`config.mk`:
```
export PLATFORM = sky130hd
export DESIGN_NAME = if_id_fetch_buffer
export DESIGN_NICKNAME = d
export VERILOG_FILES = /design/src/rtl/if_id_fetch_buffer_pkg.sv /design/src/rtl/if_id_fetch_buffer_storage.sv /design/src/rtl/if_id_fetch_buffer.sv
export SDC_FILE = /design/constraint.sdc
export NUM_CORES = 1
export LEC_CHECK = 0
export BUFFER_PORTS_ARGS = -buffer_cell sky130_fd_sc_hd__clkbuf_2
export CORE_AREA = 3 3 117 119
export DETAILED_ROUTE_END_ITERATION = 8
export DIE_AREA = 0 0 120 122
export SYNTH_ARGS = -nofsm -noshare
export SYNTH_HDL_FRONTEND = slang
export SYNTH_SLANG_ARGS = --single-unit
```
`constraint.sdc`:
```
create_clock -name clk -period 5.8 [get_ports clk]
set_input_delay 0.87 -clock clk [delete_from_list [all_inputs] [get_ports clk]]
set_output_delay 0.87 -clock clk [all_outputs]
set_load 0.01 [all_outputs]
```
`src/rtl/if_id_fetch_buffer_pkg.sv`:
```
// Shared types and constants for the IF/ID fetch buffer.
//   WORD_WIDTH    : width of pc and instruction words
//   NOP_INSTR     : instruction presented to ID when no valid word is queued
//   fetch_entry_t : one queued {pc, instruction} pair
//   occ_state_t   : occupancy state decoded from the entry count
package if_id_fetch_buffer_pkg;

  localparam int WORD_WIDTH = 32;

  localparam logic [31:0] NOP_INSTR = 32'h0000_0000;

  typedef struct packed {
    logic [31:0] pc;
    logic [31:0] instr;
  } fetch_entry_t;

  typedef enum logic [1:0] {
    OCC_EMPTY,
    OCC_PARTIAL,
    OCC_FULL
  } occ_state_t;

endpackage

```
`src/rtl/if_id_fetch_buffer_storage.sv`:
```
// Register array holding the queued fetch entries.
// The array has no reset. Whether an entry is valid is tracked entirely by the
// pointers and the count in the parent block.
//   clk   : rising-edge clock
//   we    : write enable
//   waddr : write slot
//   wdata : entry to store
//   raddr : read slot (asynchronous read)
//   rdata : entry currently at raddr
module if_id_fetch_buffer_storage
  import if_id_fetch_buffer_pkg::*;
#(
  parameter int DEPTH  = 2,
  parameter int ADDR_W = $clog2(DEPTH)
) (
  input  logic              clk,
  input  logic              we,
  input  logic [ADDR_W-1:0] waddr,
  input  fetch_entry_t      wdata,
  input  logic [ADDR_W-1:0] raddr,
  output fetch_entry_t      rdata
);

  fetch_entry_t mem [DEPTH];

  always_ff @(posedge clk) begin
    if (we) begin
      mem[waddr] <= wdata;
    end
  end

  assign rdata = mem[raddr];

endmodule

```
`src/rtl/if_id_fetch_buffer.sv`:
```
// Small FIFO between the IF and ID stages. It replaces the plain IF/ID register.
// It queues {pc, instruction} pairs from IF and hands them to ID with a
// valid/ready handshake. A taken branch flushes every queued word and the word
// arriving in the same cycle.
//   clk            : rising-edge clock
//   rst            : asynchronous active-low reset
//   if_valid       : IF presents a fetched word
//   if_pc          : pc of the fetched word
//   if_instruction : fetched instruction
//   if_ready       : buffer can accept a word; IF freezes its PC when low
//   flush          : branch taken in EXE; drop everything
//   id_ready       : ID consumes the head this cycle
//   id_valid       : head entry is valid
//   id_pc          : head pc (0 when id_valid is low)
//   id_instruction : head instruction (NOP_INSTR when id_valid is low)
//   count          : number of occupied entries
module if_id_fetch_buffer
  import if_id_fetch_buffer_pkg::*;
#(
  parameter int WORD_WIDTH = if_id_fetch_buffer_pkg::WORD_WIDTH,
  parameter int DEPTH      = 2,
  localparam int PTR_W     = $clog2(DEPTH),
  localparam int CNT_W     = $clog2(DEPTH + 1)
) (
  input  logic                  clk,
  input  logic                  rst,
  input  logic                  if_valid,
  input  logic [WORD_WIDTH-1:0] if_pc,
  input  logic [WORD_WIDTH-1:0] if_instruction,
  output logic                  if_ready,
  input  logic                  flush,
  input  logic                  id_ready,
  output logic                  id_valid,
  output logic [WORD_WIDTH-1:0] id_pc,
  output logic [WORD_WIDTH-1:0] id_instruction,
  output logic [CNT_W-1:0]      count
);

  localparam logic [CNT_W-1:0] DEPTH_C = CNT_W'(DEPTH);

  logic [PTR_W-1:0] wr_ptr, wr_ptr_next;
  logic [PTR_W-1:0] rd_ptr, rd_ptr_next;
  logic [CNT_W-1:0] count_q, count_next;
  occ_state_t       occ;
  logic             push, pop;
  fetch_entry_t     wr_entry, head;

  // Occupancy is decoded from the registered count only. This keeps if_ready
  // free of any combinational path from id_ready.
  always_comb begin
    occ = OCC_PARTIAL;
    if (count_q == '0) begin
      occ = OCC_EMPTY;
    end else if (count_q == DEPTH_C) begin
      occ = OCC_FULL;
    end
  end

  // If the buffer is full, a pop frees a slot only on the next cycle.
  // During a flush if_ready is forced high so that IF can load the branch
  // target. No push happens in that cycle because flush masks it.
  always_comb begin
    id_valid = (occ != OCC_EMPTY);
    if_ready = (occ != OCC_FULL) | flush;
    push     = if_valid & if_ready & ~flush;
    pop      = id_valid & id_ready & ~flush;
  end

  // Next-state logic. Flush has priority over both push and pop.
  // Pointers wrap naturally because DEPTH is a power of two.
  always_comb begin
    wr_ptr_next = wr_ptr;
    rd_ptr_next = rd_ptr;
    count_next  = count_q;
    if (flush) begin
      wr_ptr_next = '0;
      rd_ptr_next = '0;
      count_next  = '0;
    end else begin
      if (push) begin
        wr_ptr_next = wr_ptr + PTR_W'(1);
      end
      if (pop) begin
        rd_ptr_next = rd_ptr + PTR_W'(1);
      end
      if (push && !pop) begin
        count_next = count_q + CNT_W'(1);
      end else if (pop && !push) begin
        count_next = count_q - CNT_W'(1);
      end
    end
  end

  always_ff @(posedge clk or negedge rst) begin
    if (!rst) begin
      wr_ptr  <= '0;
      rd_ptr  <= '0;
      count_q <= '0;
    end else begin
      wr_ptr  <= wr_ptr_next;
      rd_ptr  <= rd_ptr_next;
      count_q <= count_next;
    end
  end

  assign wr_entry.pc    = if_pc;
  assign wr_entry.instr = if_instruction;

  if_id_fetch_buffer_storage #(
    .DEPTH (DEPTH),
    .ADDR_W(PTR_W)
  ) u_storage (
    .clk  (clk),
    .we   (push),
    .waddr(wr_ptr),
    .wdata(wr_entry),
    .raddr(rd_ptr),
    .rdata(head)
  );

  // The head is read straight from storage. Stale slots are masked by id_valid.
  assign id_pc          = id_valid ? head.pc    : '0;
  assign id_instruction = id_valid ? head.instr : NOP_INSTR;
  assign count          = count_q;

endmodule

```
==> metrics.yaml <==
final_layout:
  postLayoutCellArea_sq_um: 6590
  area_growth_pct: 30.7
  fin_util: 0.520
  layout-drive-gt1-share: 0.390
  final_common_cell: "clkbuf_2"
  nets: 512
  nFillCells: 1079
  most-common-layout-cells: "clkbuf_2 (136), edfxtp_1 (128), nor2_1 (66)"
  final-instance-count-excl-fill: 628
  diodes: 0
synth:
  synth_top_family_by_area: "multiplexers"
  synth_cells: 297
  synthTopCellsByArea: "edfxtp_1 (76%), mux2i_1 (13%), nor2_1 (5.0%)"
  synthMuxAreaShare: 0.127
  yosysWarnings: 0
  synth.avg_cell_area_sq_um: 17.0
  syn_area_sq_um: 5040
  synth_nets: 366
  ys_ff_latch: 132
  synth-xor-area-share: 0.00174
  synth_area_leader_cell: "edfxtp_1"
  synth_compound_area_frac: 0.00770
  synth_cell_types: 24
  synthAdderAreaFrac: 0
  yosys.area_share.simple: 0.0631
  yosysTopAreaCellShare: 0.763
  ys_seq_area_frac: 0.783
timing:
  skew_ns: 0.00582
  finalSetupViolCount: 0
  period_share: 0.526
  grt_setup_unrepaired: "false"
  tightest_slew_ns: 1.15
  setup_slack_ns: 2.75
  tns_ns: 0
  final_max_slew_viol_count: 0
  finalHoldViolCount: 0
  whs_ns: 0.267
  fmax_mhz: 327
  relSlewSlack: 0.231
  min_period_ns: 3.05
die:
  die_h_microns: 122
  die_area_sq_um: 14600
  row_count: 41
  die_w_microns: 120
  io_pins: 137
  core-area_sq_um: 12700
  start_util: 0.398
pwr:
  p_total_mw: 2.48
  power.share.clock: 0.476
  p_sw_frac: 0.206
  peakVddDrop_mv: 0.249
  pwr-share-seq: 0.450
  combinationalPowerShare: 0.075
  powerDensity_nw_per_um2: 377
  p_sw_uw: 510
  power_leakage_nw: 2.50
  intPower_mw: 1.97
cts:
  cts_hold_buf: 0
  cts_buffer_depth: 2
  postCtsSetupBuffers: 0
  cts_tree: "built"
  cts_resized: 0
  cts_buffers: 17
  cts.clk_slew.worst_paths_ns: 0.05
  htreeDepth: 4
  clock_sinks: 132
  cts_root_buffer: "clkbuf_16"
  clock_latency_ns: 0.41
detailed_routing:
  vias: 2944
  vias_per_cell: 4.69
  dr.first_iter.drc_count: 114
  wl_per_cell_microns: 15.2
  antenna_left: 0
  drt-total-wl_microns: 9540
  drc: 0
  first_pass_iters: 4
placed_design:
  placed_area_sq_um: 5920
  dpl.cell_count: 596
  portBuffers: 136
  hpwl_microns: 5980
  gp_congestion: 0.792
  place_ws_ns: 3.14
setup_path:
  start_kind: "flip-flop"
  endpoint_kind: "primary output"
  cp_cell_sequence: "mux2i_1, nor2_1, clkbuf_2"
  crit_buf_inv: 1
  critPathTopFamily: "flip-flops"
  cp_max_fo: 65
  crit_path_top_delay_cell: "dfrtp_4"
  crit_required_ns: 4.93
  crit_arrival_ns: 2.18
  crit_type: "flip-flop to primary output"
  critPathLaunch: "rd_ptr"
  cpPeakStageDelay_ns: 1.20
  reg2reg_from: "count[1]"
run_status:
  outcome: "finished clean"
flow_run:
  cap_violations: 0
global_route:
  antenna_found_initial: 0
  gr-total-overflow: 0
  grt_pass1_wl_microns: 15300
  grt_use_total: 0.138
  grt_max_degree: 67
  grt_pass1_vias: 3079
worst_hold_path:
  hp-class: "input pin to asynchronous set/reset pin"
[kinds of logic after synthesis]
group	after synthesis
simple gates	77
flops	132
xor+xnor	1
buf+inv	16
mux	64
compound gates	7
[sequential cells by signal, summed over array words and instances (netlist names)]
| register | cells |
|---|---|
| u_storage.mem | 128 |
| rd_ptr | 1 |
| count | 2 |
| wr_ptr | 1 |
[power groups by stage]
stage,Clock (mW),Sequential [mW],Combinational [mW]
floorplan,0,1.11,0.120
global placement,0,1.14,0.187
detailed placement,0,1.14,0.189
CTS,1.21,1.12,0.190
global route,1.25,1.12,0.206
finish,1.18,1.12,0.185
[metal layers]
metal / part of all wire / global-route usage
met1: 0.41 / 0.161
met2: 0.50 / 0.226
met3: 0.069 / 0.0492
met4: 0.018 / 0.0673
met5: 0 / 0
[synth_stat cells]
| library cell | n |
|---|---|
| a22oi_1 | 1 |
| nor3_1 | 1 |
| a21oi_1 | 2 |
| nor3b_1 | 1 |
| dfrtp_1 | 4 |
| or3_2 | 1 |
| nor2b_1 | 1 |
| inv_1 | 1 |
| clkbuf_1 | 1 |
| buf_2 | 8 |
| nand3b_1 | 1 |
| edfxtp_1 | 128 |
| nand2b_1 | 1 |
| inv_2 | 1 |
| nor2_1 | 67 |
| or2b_1 | 1 |
| xor2_1 | 1 |
| o21ai_0 | 3 |
| nand3_1 | 1 |
| a31oi_1 | 1 |
| or4b_1 | 1 |
| nand2_1 | 1 |
| mux2i_1 | 64 |
| buf_4 | 5 |
[path summary, 6_finish.rpt]
kind,to,slack (ns),cells after the start
worst max-delay path,id_pc[14],2.75,3
worst min-delay path,count[0],0.27,1
worst max register to register,u_storage.mem[1][18],3.67,4
worst min register to register,wr_ptr,0.62,2
max in group asynchronous,rd_ptr,5.38,1
min in group clk,wr_ptr,0.62,2
[final cells by class]
type	count	area [sq um]	share of cell area
Multi-Input combinational cell	149	1040	0.157
Tap cell	172	215	0.0327
Sequential cell	132	3950	0.599
Timing Repair Buffer	141	718	0.109
Clock inverter	15	235	0.0357
Clock buffer	17	425	0.0646
Inverter	2	7.51	0.00114
(Power assumes the default switching activity.)
